`config.mk`:
```
export PLATFORM = sky130hd
export DESIGN_NAME = tl_ul_edge_buffer
export DESIGN_NICKNAME = d
export VERILOG_FILES = /design/src/rtl/tl_ul_edge_buffer.sv
export SDC_FILE = /design/constraint.sdc
export NUM_CORES = 1
export LEC_CHECK = 0
export ABC_AREA = 1
export BUFFER_PORTS_ARGS = -buffer_cell sky130_fd_sc_hd__buf_2
export CELL_PAD_IN_SITES_DETAIL_PLACEMENT = 1
export CELL_PAD_IN_SITES_GLOBAL_PLACEMENT = 2
export CORE_MARGIN = 4
export CORE_UTILIZATION = 34
export CTS_CLUSTER_SIZE = 16
export DETAILED_ROUTE_END_ITERATION = 10
export PLACE_DENSITY = 0.87
export SLEW_MARGIN = 30
export SYNTH_ARGS = -nofsm -noshare
export SYNTH_HDL_FRONTEND = slang
export SYNTH_HIERARCHICAL = 1
export SYNTH_SLANG_ARGS = --single-unit
```
`constraint.sdc`:
```
create_clock -name clock -period 5.4 [get_ports clock]
set_clock_uncertainty 0.05 [all_clocks]
set_input_delay 0.54 -clock clock [delete_from_list [all_inputs] [get_ports clock]]
set_output_delay 0.54 -clock clock [all_outputs]
set_load 0.05 [all_outputs]
```
`src/rtl/tl_ul_edge_buffer.sv`:
```
// Two-channel TileLink-UL edge buffer: per-channel FIFOs plus an outstanding-request limiter.
// Optional build macro TL_BUFFER_FLOW_EN makes each empty FIFO flow-through (zero latency).

module tl_ul_edge_fifo #(
  parameter int unsigned W     = 8,
  parameter int unsigned DEPTH = 2
) (
  input  logic                     clock,
  input  logic                     reset_n,
  input  logic                     push,
  input  logic [W-1:0]             in_bits,
  input  logic                     out_ready,
  output logic                     out_valid,
  output logic [W-1:0]             out_bits,
  output logic                     full,
  output logic [$clog2(DEPTH):0]   count
);
  localparam int unsigned IDX_W = $clog2(DEPTH);
  localparam int unsigned PTR_W = IDX_W + 1;

  logic [PTR_W-1:0] wr_ptr_q, wr_ptr_d, rd_ptr_q, rd_ptr_d;
  logic [W-1:0]     mem_q [DEPTH];
  logic [W-1:0]     mem_d [DEPTH];
  logic [IDX_W-1:0] wr_idx, rd_idx;
  logic             empty, wr_en, rd_en;

  assign wr_idx = wr_ptr_q[IDX_W-1:0];
  assign rd_idx = rd_ptr_q[IDX_W-1:0];

  // Pointers carry one extra wrap bit so full and empty are distinguishable.
  always_comb begin
    empty = (wr_ptr_q == rd_ptr_q);
    full  = (wr_idx == rd_idx) && (wr_ptr_q[IDX_W] != rd_ptr_q[IDX_W]);
    count = wr_ptr_q - rd_ptr_q;
`ifdef TL_BUFFER_FLOW_EN
    // Bypass keys off the accepted push so an unaccepted beat never leaks downstream.
    out_valid = !empty || push;
    out_bits  = empty ? in_bits : mem_q[rd_idx];
    wr_en     = push && !(empty && out_ready);
    rd_en     = out_ready && !empty;
`else
    out_valid = !empty;
    out_bits  = mem_q[rd_idx];
    wr_en     = push;
    rd_en     = out_ready && !empty;
`endif
    wr_ptr_d = wr_ptr_q + PTR_W'(wr_en);
    rd_ptr_d = rd_ptr_q + PTR_W'(rd_en);
    mem_d    = mem_q;
    if (wr_en) mem_d[wr_idx] = in_bits;
  end

  always_ff @(posedge clock or negedge reset_n) begin
    if (!reset_n) begin
      wr_ptr_q <= '0;
      rd_ptr_q <= '0;
      for (int i = 0; i < int'(DEPTH); i++) mem_q[i] <= '0;
    end else begin
      wr_ptr_q <= wr_ptr_d;
      rd_ptr_q <= rd_ptr_d;
      mem_q    <= mem_d;
    end
  end
endmodule

module tl_ul_edge_buffer #(
  parameter int unsigned SRC_W        = 4,
  parameter int unsigned DEPTH        = 2,
  parameter int unsigned MAX_INFLIGHT = 4
) (
  input  logic                              clock,
  input  logic                              reset_n,
  input  logic                              in_a_valid,
  output logic                              in_a_ready,
  input  logic [76+SRC_W-1:0]               in_a_bits,
  output logic                              out_a_valid,
  input  logic                              out_a_ready,
  output logic [76+SRC_W-1:0]               out_a_bits,
  input  logic                              in_d_valid,
  output logic                              in_d_ready,
  input  logic [42+SRC_W-1:0]               in_d_bits,
  output logic                              out_d_valid,
  input  logic                              out_d_ready,
  output logic [42+SRC_W-1:0]               out_d_bits,
  output logic [$clog2(DEPTH):0]            a_count,
  output logic [$clog2(DEPTH):0]            d_count,
  output logic [$clog2(MAX_INFLIGHT):0]     inflight,
  output logic                              d_orphan
);
  localparam int unsigned A_W   = 76 + SRC_W;
  localparam int unsigned D_W   = 42 + SRC_W;
  localparam int unsigned CNT_W = $clog2(MAX_INFLIGHT) + 1;
  localparam logic [CNT_W-1:0] MAX_CNT = CNT_W'(MAX_INFLIGHT);

  logic [CNT_W-1:0] inflight_q, inflight_d;
  logic             d_orphan_q, d_orphan_d;
  logic             a_full, d_full, a_push, d_push;

  assign in_a_ready = !a_full && (inflight_q < MAX_CNT);
  assign in_d_ready = !d_full;
  assign a_push     = in_a_valid && in_a_ready;
  assign d_push     = in_d_valid && in_d_ready;
  assign inflight   = inflight_q;
  assign d_orphan   = d_orphan_q;

  tl_ul_edge_fifo #(.W(A_W), .DEPTH(DEPTH)) u_a_fifo (
    .clock     (clock),
    .reset_n   (reset_n),
    .push      (a_push),
    .in_bits   (in_a_bits),
    .out_ready (out_a_ready),
    .out_valid (out_a_valid),
    .out_bits  (out_a_bits),
    .full      (a_full),
    .count     (a_count)
  );

  tl_ul_edge_fifo #(.W(D_W), .DEPTH(DEPTH)) u_d_fifo (
    .clock     (clock),
    .reset_n   (reset_n),
    .push      (d_push),
    .in_bits   (in_d_bits),
    .out_ready (out_d_ready),
    .out_valid (out_d_valid),
    .out_bits  (out_d_bits),
    .full      (d_full),
    .count     (d_count)
  );

  // A response with nothing outstanding is flagged rather than underflowing the counter.
  always_comb begin
    inflight_d = inflight_q;
    d_orphan_d = d_orphan_q;
    if (a_push) inflight_d = inflight_d + CNT_W'(1);
    if (d_push) begin
      if (inflight_q != '0) inflight_d = inflight_d - CNT_W'(1);
      else                  d_orphan_d = 1'b1;
    end
  end

  always_ff @(posedge clock or negedge reset_n) begin
    if (!reset_n) begin
      inflight_q <= '0;
      d_orphan_q <= 1'b0;
    end else begin
      inflight_q <= inflight_d;
      d_orphan_q <= d_orphan_d;
    end
  end
endmodule

```
# Word level (Yosys, flattened, before mapping)

Cells that the tools add are included.
W data, S select, Z words.

$add $sub $neg: 8
Magnitude comparators: 7
Equality and inequality tests: 6
Muxes and demuxes: 15
Bitwise operators: 5
Reduce and logical (&&, ||, !) cells: 15

Operators by type and width:

| operator              | number |
|---|---|
| $mux W80              | 4 |
| $mux W46              | 4 |
| $bwmux W160           | 1 |
| $bwmux W92            | 1 |
| $demux W80 S1         | 1 |
| $demux W46 S1         | 1 |
| $logic_and A1 B1 Y1   | 9 |
| $mux W3               | 3 |
| $add A2 B1 Y2         | 4 |
| $ge A2 B2 Y1 const B  | 4 |
| $not A1 Y2            | 4 |
| $eq A2 B2 Y1          | 2 |
| $logic_not A1 Y1      | 4 |
| $lt A2 B1 Y1 const B  | 2 |
| $sub A2 B2 Y2         | 2 |
| $add A3 B1 Y3 const B | 1 |
| $lt A3 B3 Y1 const B  | 1 |
| $reduce_bool A3 Y1    | 1 |
| $sub A3 B1 Y3 const B | 1 |
| $eq A1 B1 Y1          | 2 |
| $ne A1 B1 Y1          | 2 |
| $reduce_and A2 Y1     | 1 |
| $not A1 Y1            | 1 |

Register bits: 264
Input port bits: 132
Output and inout port bits: 138
Logic and storage cells: 66

# Depth between registers and ports, before layout

Gate-level depths: netlist of the first run.

Depth in word-level cells: 9
Depth in mapped cells: 13
Depth with buffers taken out: 13

# Modules after synthesis

Netlist of the first run, hierarchy kept.

Modules (own cells, without submodules):

| module                      | times used | cells an instance | area each (µm²) | seq. area each (µm²) |
|---|---|---|---|---|
| tl_ul_edge_fifo at u_a_fifo | 1          | 879               | 7338.3          | 4103.9 |
| tl_ul_edge_fifo at u_d_fifo | 1          | 517               | 4335.4          | 2402.3 |
| tl_ul_edge_buffer           | 1          | 46                | 325.3           | 100.1 |

# Least setup slack after synthesis of the first run

No wires, ideal clock.

Path type: flip-flop to flip-flop
Start: reg u_a_fifo.rd_ptr_q[0]
End: reg u_a_fifo/mem_q[110] (netlist bit)
Setup time: 0.127 ns
Arrival: 2.518 ns
Required time: 5.223 ns
Setup slack: 2.704 ns
Stages on the path, launching flop included: 11
Buffers on the path: 2
Period minus slack after synthesis: 2.696 ns
Cell sequence: dfrtp_1 > ha_1 > inv_1 > nor2_1 > nor2_4 > nand2_1 > inv_1 > ha_1 > buf_6 > buf_2 > o21ai_0

Longest elaborated chain between the ends: 5

Ends and longest elaborated chain:

| item                   | RTL line | source |
|---|---|---|
| from (decl)            | 21       | `logic [PTR_W-1:0] wr_ptr_q, wr_ptr_d, rd_ptr_q, rd_ptr_d;` |
| from (signal assigned) | 60       | `rd_ptr_q <= rd_ptr_d;` |
| $eq A1 B1 Y1           | 33       | `full = (wr_idx == rd_idx) && (wr_ptr_q[IDX_W] != rd_ptr_q[IDX_W]);` |
| $logic_and A1 B1 Y1    | 33       |  |
| net a_full             | 97       | `logic a_full, d_full, a_push, d_push;` |
| $logic_not A1 Y1       | 99       | `assign in_a_ready = !a_full && (inflight_q < MAX_CNT);` |
| $logic_and A1 B1 Y1    | 99       |  |
| net in_a_ready         | 74       | `output logic in_a_ready,` |
| $logic_and A1 B1 Y1    | 101      | `assign a_push = in_a_valid && in_a_ready;` |
| net a_push             | 97       |  |
| to (signal assigned)   | 61       | `mem_q <= mem_d;` |
| to (decl)              | 22       | `logic [W-1:0] mem_q [DEPTH];` |

The timed path passes the listed nets, and every way through them passes these cells.
A chain may end at the register's enable or synchronous reset.

# Worst setup path after layout of the first run

Start: reg u_a_fifo.rd_ptr_q[0]
End: out out_a_bits[24]

Longest elaborated chain between the ends: 4

Ends and longest elaborated chain:

| item                                         | RTL line | source |
|---|---|---|
| $not A1 Y2 (not written as such)             | 43       | `out_bits = mem_q[rd_idx];` |
| $mux W80 (not written as such) (3 in series) | 43       |  |
| to (decl)                                    | 78       | `output logic [76+SRC_W-1:0] out_a_bits,` |

Every way passes these cells. The select of a mux whose other input is x is not followed.

==> key figures, run 1 <==
Layout
  – Nets: around 1,800
  – # fillers: roughly 4,200
  – Syn-to-layout area delta: 20.8%
  – Layout cells sized above 1: 0.201

Synth
  – Synth Area per Inst: between 8 and 9 sq um
  – Sequential fraction of the synthesis area: 0.551
  – YS warnings: 6
  – Prevailing post-synth register cell: dfrtp_1
  – Synth Net Count: 1,585
  – Yosys reg bits: 264
  – Synth cell count leaders: nand2_1, o21ai_0, inv_1, dfrtp_1, o21ai_1
  – Post-synth EDFFs: 0
  – Ys async rst share: 1.00
  – Synth unique cells: 20
  – Mapped Area: 12,000 sq um
  – Yosys top cell by area: dfrtp_1
  – Largest cells by area after synthesis: dfrtp_1, o21ai_0, nand2_1
  – Count leader, synth: nand2_1
  – Mapped Cells: approximately 1,400
  – Yosys top cell area share: 0.551

Floorplanning
  – Core region area: about 35,000 sq um
  – Chip height: between 150 and 200 um
  – # rows: between 60 and 70
  – Die width: 196 um
  – I/O pin cnt: 270
  – Initial Util: 0.346
  – DIE AREA: 38,400 sq um

Worst setup path
  – Crit path DAT: 2.88 ns
  – Critical Path Start Type: flip-flop
  – CP Cell Sequence: buf_4 > o21ai_0 > buf_2
  – R2r worst-path depth: 9
  – CP max stage delay: around 0.9 ns
  – Worst setup path class: reg -> out
  – Highest-delay cell along the critical path: dfrtp_4
  – Worst Path Required: 4.81 ns
  – Critical-path maximum fanout: 83
  – Worst setup EP type: output pin

Clocking
  – Clock slew at reported path FFs: 0.06 ns
  – H-tree depth: 1
  – Clock Root Buffer: clkbuf_16
  – CTS sink cnt: 264
  – CTS tree: built
  – Max clock buf depth: 3
  – Cts bufs inserted: 31
  – Worst-Skew Late Latency: ~0.54 ns
  – CTS hold repair buffers: 0
  – Post-CTS setup buffer count: 0
  – Cts repair resizes: 0

Status
  – Status: complete, but fails checks
  – Failing checks: negative hold slack

Placed design
  – Post-detail-place hpwl: 21,400 um
  – Gp weighted congestion: 0.755
  – Port buffer count: 269

Timing
  – Max-slew headroom: 0.403
  – # setup viols final: 0
  – Crit share post-route: 0.643
  – RSZ-0062 raised after global routing: false
  – Setup TNS: 0 ns
  – Hold_ws: -0.00695 ns
  – Fin crit period: about 3.5 ns
  – Slew @ Worst Pin: between 0.8 and 0.9 ns
  – FMAX: roughly 290 MHz
  – Final Hold Fails: 6
  – Max Slew Vio Count: 0

Global route
  – GR Util All Layers: 0.166
  – Initial antenna violation count: 8
  – First-pass GRT wire length: 53,400 um
  – Vias in the first global route: 10,300
  – Congestion Overflow GR: 0
  – Largest net degree at the start of global routing: 162

Detailed routing
  – Wirelength per Cell: ~15 um
  – Remaining DRCs: 0
  – Final WL: approximately 32,000 um
  – Drt first pass iters: 5
  – Drt initial violations: 466
  – Total number of vias: between 9,000 and 10,000
  – Vias per std cell: 4.58
  – Routed Antenna Nets: 0

Hold path
  – Hold Crit Class: in -> async

Job
  – Max-cap violations: 0
-- layout make-up --
class / count / area (sq um) / share of cell area
clock buffer: 42 / 887 / 0.0612
multi-input combinational: 823 / 3760 / 0.259
sequential: 264 / 6610 / 0.456
clock inverter: 12 / 160 / 0.0110
timing repair buffer: 279 / 1470 / 0.101
inverter: 273 / 1020 / 0.0707
tap: 455 / 569 / 0.0393
antenna: 7 / 17.5 / 0.00121
-- layer usage --
layer	wire length [um]	global-route usage
met3	1960	0.0414
met4	520	0.0339
met5	41	0
met2	14600	0.264
met1	14800	0.231
-- through the flow --
stage          instances  hold slack [ns]  utilization  cell area [sq um]  setup slack, ns
3_5_place_dp        2094            0.417        0.387              13400             2.05
4_1_cts             2148           0.0119        0.417              14500             1.85
6_report            2155         -0.00695        0.418              14500             1.93
5_1_grt             2152           0.0364        0.417              14500             1.70
2_1_floorplan       1442            0.194            -              12000             2.70
3_3_place_gp        2094            0.406        0.387              13400             2.13
-- placed cells by master (no fill, tap or decap), types with 3 or more instances in the layout --
| master | n |
|---|---|
| diode_2 | 7 |
| buf_12 | 3 |
| nor2_1 | 4 |
| o21ai_0 | 319 |
| clkbuf_1 | 4 |
| buf_4 | 7 |
| inv_1 | 272 |
| xor2_1 | 4 |
| buf_2 | 268 |
| dfrtp_1 | 262 |
| clkbuf_8 | 7 |
| nand3b_1 | 3 |
| ha_1 | 7 |
| clkinv_2 | 8 |
| o21ai_1 | 59 |
| bufinv_16 | 4 |
| nand3_1 | 9 |
| nand2_1 | 407 |
| clkbuf_16 | 31 |
-- state kept, by name (all words and copies together), names as in the netlist --
| register | flops |
|---|---|
| d_orphan | 1 |
| inflight | 3 |
| u_a_fifo/mem_q | 160 |
| u_a_fifo/rd_ptr_q | 2 |
| u_a_fifo/wr_ptr_q | 2 |
| u_d_fifo/mem_q | 92 |
| u_d_fifo/rd_ptr_q | 2 |
| u_d_fifo/wr_ptr_q | 2 |
-- worst paths after layout --
kind	startpoint	to	slack, ns
max	u_a_fifo/rd_ptr_q[0]	out_a_bits[24]	1.93
max reg2reg	u_a_fifo/rd_ptr_q[0]	u_a_fifo/mem_q[152]	2.08
min	reset_n	u_d_fifo/mem_q[74]	-0.007
min in group clock	in_a_bits[42]	u_a_fifo/mem_q[42]	0.16
min reg2reg	d_orphan	d_orphan	0.43
max in group asynchronous	reset_n	u_a_fifo/mem_q[29]	4.07
-- cells by family after synthesis --
family          count (synthesis)  share of synthesized area
fa+ha+maj                      11                     0.0115
simple gates                  428                      0.138
buf+inv                       355                      0.139
xor+xnor                        4                    0.00292
compound gates                380                      0.159
flops                         264                      0.551
-- critical path, delay by kind of cell, from the launching register on --
family                 cells  cell delay (ns)
AOI/OAI and AO/OA          1             0.33
DFF                        1             0.92
buffers and inverters      2             1.03
Power of run 1 is left out: the tool's default activity adds up to more than one toggle a clock period on the data nets, which glitch-free logic cannot reach.
==> run 2: changes to the inputs <==
CORE_UTILIZATION = 28   (was 34)
PLACE_DENSITY = 0.77   (was 0.87)
clock period = 3.1 ns   (was 5.4 ns; I/O delays follow)
==> run 2 against run 1 <==
- the flow now finishes without violations
- register-to-register slack got worse by 1.5 ns
- core utilization decreased by 3.9 points
- hold slack improved by 0.096 ns
- via count increased by 4.9%
- non-clock buffer count increased by 140
- count of clock-buffer cells in the layout increased by 2
- sequential share of layout area decreased by 4.2 points
- global-route usage decreased by 1.3 points
- sequential cell count unchanged
- critical path depth unchanged
- routed wire length increased by 11%
- worst setup slack got worse by 1.5 ns
==> key figures, run 2 (synthesis results as in run 1) <==
Status
  – Status: finished, final reports clean

Layout
  – Commonest non-fill, non-tap cells in the layout: nand2_1, o21ai_0, inv_1
  – Nets: 1,955 (+7.7%)
  – Syn-to-layout area delta: 33.0%
  – Post-route cell area: 16,000 sq um (+10%)
  – Commonest non-fill, non-tap cell in the layout: nand2_1
  – ANT cells: 0 (-7)
  – Layout cells sized above 1: 0.189 (-0.0123)
  – Biggest register: u_a_fifo/mem_q
  – Flip-flop count of the largest register after layout: 160 (unchanged)

Floorplanning
  – Die width: 215 um (+9.8%)
  – DIE AREA: 46,200 sq um (+21%)
  – Core region area: 42,100 sq um (+21%)
  – Chip height: 215 um (+9.8%)
  – Initial Util: 0.285 (-0.0609)
  – I/O pin cnt: 270 (unchanged)
  – # rows: 75 (+10%)

Clocking
  – CTS sink cnt: 264 (unchanged)
  – Cts bufs inserted: 31 (unchanged)
  – Clock slew at reported path FFs: 0.06 ns (about the same)
  – Clock Root Buffer: clkbuf_16
  – Max clock buf depth: 3 (unchanged)
  – Worst-Skew Late Latency: 0.55 ns (about the same)
  – H-tree depth: 1 (unchanged)
  – CTS tree: built

Detailed routing
  – Drt initial violations: 447 (-4.1%)
  – Remaining DRCs: 0 (unchanged)
  – Drt first pass iters: 4 (-1)
  – Final WL: 35,500 um (+11%)
  – Wirelength per Cell: 15.0 um (+1.1%)
  – Vias per std cell: 4.37 (-4.6%)
  – Total number of vias: 10,400 (+4.9%)
  – Routed Antenna Nets: 0 (unchanged)

Timing
  – FMAX: 379 MHz
  – # setup viols final: 0 (unchanged)
  – Slew @ Worst Pin: 0.906 ns (+0.0116 ns)
  – Fin crit period: 2.64 ns
  – Crit share post-route: 0.851
  – Setup TNS: 0 ns (unchanged)
  – Max-slew headroom: 0.396 (-0.00772)
  – Max Slew Vio Count: 0 (unchanged)
  – RSZ-0062 raised after global routing: false
  – Final Hold Fails: 0 (-6)

Global route
  – Congestion Overflow GR: 0 (unchanged)
  – Vias in the first global route: 10,900 (+6.5%)
  – Initial antenna violation count: 0 (-8)
  – GR Util All Layers: 0.152 (-0.0131)
  – Largest net degree at the start of global routing: 162 (unchanged)
  – First-pass GRT wire length: 58,700 um (+9.8%)

Worst setup path
  – Worst Path Required: 2.74 ns (-2.07 ns)
  – Worst setup path class: reg -> out
  – Worst setup EP type: output pin
  – Crit path DAT: 2.28 ns (-0.60 ns)
  – Critical Path Start Type: flip-flop
  – R2r worst-path depth: 10 (+1)
  – Critical-path maximum fanout: 161 (+94%)

Job
  – Max-cap violations: 0 (unchanged)

Placed design
  – Port buffer count: 269 (unchanged)
  – Placed Instance Area: 13,700 sq um (+2.0%)
  – Post-detail-place hpwl: 24,000 um (+12%)
  – Gp weighted congestion: 0.745 (-1.3%)

Hold path
  – WHS Path Cells: 4
  – Hold Crit Class: in -> reg
==> run 2: changes by cell type in the layout (fill, tap and decap cells not counted), sizes merged <==
cell,previous run,this run
buf,279,290
bufinv,4,2
clkbuf,42,44
clkinv,8,4
clkinvlp,0,1
diode,7,0
dlygate4sd3,0,129
==> run 2: worst paths after layout <==
check	from	end	slack, ns
setup / recovery	u_a_fifo/rd_ptr_q[0]	out_a_bits[52]	0.46
hold / removal	in_a_valid	inflight[2]	0.09
setup reg to reg	u_a_fifo/wr_ptr_q[0]	u_a_fifo/mem_q[144]	0.61
hold reg to reg	d_orphan	d_orphan	0.43
max in group asynchronous	reset_n	u_a_fifo/mem_q[132]	1.74
min in group asynchronous	reset_n	u_d_fifo/mem_q[73]	0.37
==> run 2: what timing repair did <==
item | CTS | global route
hold buffers | 129 | 0
setup buffers | 0 | 0
gates resized for setup | 0 | 0
endpoints found under the hold margin | 340 | 0
==> run 2: stage by stage <==
stage	std cells	utilization	hold WS (ns)	setup WS [ns]
finish	2369	0.379	0.0894	0.463
global route	2369	0.379	0.0873	0.216
CTS	2369	0.379	0.0451	0.401
detailed placement	2189	0.325	0.391	0.546
global placement	2189	0.325	0.387	0.674
floorplan	1442	-	-0.0356	0.404
==> run 2: layout make-up <==
cell class / count / area (sq um)
inverters: 273 / 1020
flip-flops and latches: 264 / 6610
repair buffers: 419 / 2920
multi-input cells: 823 / 3760
clock inverters: 7 / 87.6
clock buffers: 44 / 885
fillers: 5055 / 26200
well taps: 539 / 674
==> run 2: worst max-delay path, stage by stage, from the launching register on <==
cell	delay, ns
dfrtp_4	0.49
buf_12	0.22
o21ai_0	0.49
buf_2	0.34
==> run 2: metal layers <==
layer / share of wire / global-route usage / up-vias
met2: 0.48 / 0.263 / 163
met1: 0.46 / 0.203 / 4998
met5: 0 / 0 / -
met3: 0.038 / 0.0254 / 44
met4: 0.021 / 0.0309 / 0
li1: - / - / 5156
Power of run 2 is left out for the same reason.
==> run 3: changes to the inputs <==
BUFFER_PORTS_ARGS = -buffer_cell sky130_fd_sc_hd__buf_4   (was -buffer_cell sky130_fd_sc_hd__buf_2)
==> run 3 against run 2 <==
- core utilization up 1.8 points
- cell count increased by 0.25%
- fmax down 1.4%
- worst setup slack lost 0.037 ns
- sequential cell count unchanged
- routed wire length up 2.0%
- register-to-register slack worse by 0.03 ns
- cell area up 4.6%
- die area is the same
- largest cell class unchanged
==> key figures, run 3 (synthesis results as in run 1) <==
Floorplanning
  – Die width: 215 um (unchanged)
  – Core region area: 42,100 sq um (unchanged)
  – DIE AREA: 46,200 sq um (unchanged)
  – Chip height: 215 um (unchanged)
  – # rows: 75 (unchanged)
  – I/O pin cnt: 270 (unchanged)
  – Initial Util: 0.285 (unchanged)

Clocking
  – CTS tree: built
  – Clock Root Buffer: clkbuf_16
  – H-tree depth: 2 (+1)
  – Post-CTS setup buffer count: 0 (unchanged)
  – Cts bufs inserted: 34 (+9.7%)
  – Clock slew at reported path FFs: 0.06 ns (about the same)
  – Max clock buf depth: 3 (unchanged)
  – Cts repair resizes: 0 (unchanged)
  – Worst-Skew Late Latency: 0.51 ns (-0.04 ns)
  – CTS sink cnt: 264 (unchanged)

Worst setup path
  – Highest-delay cell along the critical path: buf_4
  – Most used cell, CP: buf_4
  – Critical-path maximum fanout: 93 (-42%)
  – R2r endpoint: u_a_fifo/mem_q[53]
  – Buf/Inv on CP: 2 (unchanged)
  – Crit path DAT: 2.31 ns (+0.03 ns)
  – Worst setup path class: reg -> out
  – Worst setup EP type: output pin
  – Critical Path Start Type: flip-flop
  – R2r worst-path depth: 10 (unchanged)
  – Worst Path Required: 2.74 ns (about the same)
  – Largest delay contributor family on the critical path: buffers and inverters
  – CP max stage delay: 0.69 ns (+0.20 ns)
  – CP Cell Sequence: buf_4 > o21ai_0 > buf_4
  – Reg2reg start: u_a_fifo/wr_ptr_q[0]
  – Reg2Reg Setup Slack: 0.58 ns (-0.03 ns)

Hold path
  – Hold Crit Class: in -> reg
  – HP Start: in_d_valid
  – Worst Hold End: d_orphan
  – WHS Path Cells: 3 (-1)

Placed design
  – Placed Instance Area: 14,300 sq um (+4.7%)
  – Post-detail-place hpwl: 23,700 um (-1.1%)
  – Gp weighted congestion: 0.745 (about the same)
  – Port buffer count: 269 (unchanged)

Timing
  – Fin crit period: 2.67 ns (+0.0366 ns)
  – Hold_ws: 0.0582 ns (-0.0312 ns)
  – Max Slew Vio Count: 0 (unchanged)
  – Slew @ Worst Pin: 0.943 ns (+0.0368 ns)
  – Setup TNS: 0 ns (unchanged)
  – Max-slew headroom: 0.371 (-0.0246)
  – # setup viols final: 0 (unchanged)
  – FMAX: 374 MHz (-1.4%)
  – RSZ-0062 raised after global routing: false
  – Final Hold Fails: 0 (unchanged)
  – Crit share post-route: 0.863 (+0.0118)

Status
  – Status: finished, final reports clean

Detailed routing
  – Drt first pass iters: 4 (unchanged)
  – Vias per std cell: 4.39 (+0.35%)
  – Remaining DRCs: 0 (unchanged)
  – Final WL: 36,200 um (+2.0%)
  – Drt initial violations: 523 (+17%)
  – Total number of vias: 10,400 (+0.61%)
  – Routed Antenna Nets: 0 (unchanged)
  – Wirelength per Cell: 15.3 um (+1.8%)

Global route
  – Initial antenna violation count: 2 (+2)
  – Largest net degree at the start of global routing: 162 (unchanged)
  – Vias in the first global route: 11,200 (+2.8%)
  – Congestion Overflow GR: 0 (unchanged)
  – First-pass GRT wire length: 60,300 um (+2.8%)
  – GR Util All Layers: 0.158 (+0.00541)

Layout
  – Commonest non-fill, non-tap cell in the layout: nand2_1
  – Biggest register: u_a_fifo/mem_q
  – Flip-flop count of the largest register after layout: 160 (unchanged)
  – Post-route cell area: 16,700 sq um (+4.6%)
  – Layout cells sized above 1: 0.189 (+0.000679)
  – Syn-to-layout area delta: 39.2%
  – Nets: 1,953 (-0.10%)
  – Commonest non-fill, non-tap cells in the layout: nand2_1, o21ai_0, buf_4

Job
  – Max-cap violations: 0 (unchanged)
-- run 3: worst max path at each step --
stage | end | slack [ns] | cells past startpoint | startpoint
3_3_place_gp | u_a_fifo/mem_q[71] | 0.65 | 10 | u_a_fifo/wr_ptr_q[0]
4_1_cts | out_d_bits[29] | 0.43 | 3 | u_d_fifo/rd_ptr_q[0]
5_1_grt | out_d_bits[29] | 0.29 | 3 | u_d_fifo/rd_ptr_q[0]
3_5_place_dp | u_a_fifo/mem_q[64] | 0.57 | 10 | u_a_fifo/wr_ptr_q[0]
2_1_floorplan | u_a_fifo/mem_q[110] | 0.40 | 10 | u_a_fifo/rd_ptr_q[0]
6_report | out_d_bits[30] | 0.43 | 3 | u_d_fifo/rd_ptr_q[0]
-- run 3: what timing repair did --
action | CTS | global route
hold buffers | 127 | 0
setup endpoints to repair | 0 | 0
hold endpoints to repair | 335 | 0
-- run 3: routing by layer --
metal  up-vias  global-route usage  wire (um)
li1       5158                   -          -
met1      5051               0.205      16400
met2       171               0.265      17400
met3        44              0.0371       1730
met4         0              0.0429        677
met5         -                   0          0
-- run 3: per-stage QoR --
| stage | std cells | utilization | setup slack (ns) |
|---|---|---|---|
| floorplan | 1442 | - | 0.404 |
| global placement | 2186 | 0.340 | 0.647 |
| detailed placement | 2186 | 0.340 | 0.568 |
| CTS | 2373 | 0.396 | 0.432 |
| global route | 2375 | 0.396 | 0.294 |
| finish | 2375 | 0.396 | 0.426 |
-- run 3: worst register-to-register path: stages (launching register included) --
cell and delay (ns):
dfrtp_1 0.39, inv_1 0.10, ha_1 0.31, inv_1 0.08, nor2_1 0.08, nor2_4 0.16, nand2_1 0.12, inv_1 0.18
ha_4 0.45, buf_12 0.31, o21ai_0 0.17
-- run 3: cell type report --
cell class / instances / area (sq um)
Timing Repair Buffer: 414 / 3550
Clock buffer: 56 / 1050
Antenna cell: 2 / 5.00
Clock inverter: 4 / 26.3
Tap cell: 539 / 674
Inverter: 273 / 1020
Fill cell: 5020 / 25400
Multi-Input combinational cell: 823 / 3760
Sequential cell: 264 / 6610
Power of run 3 is left out for the same reason.
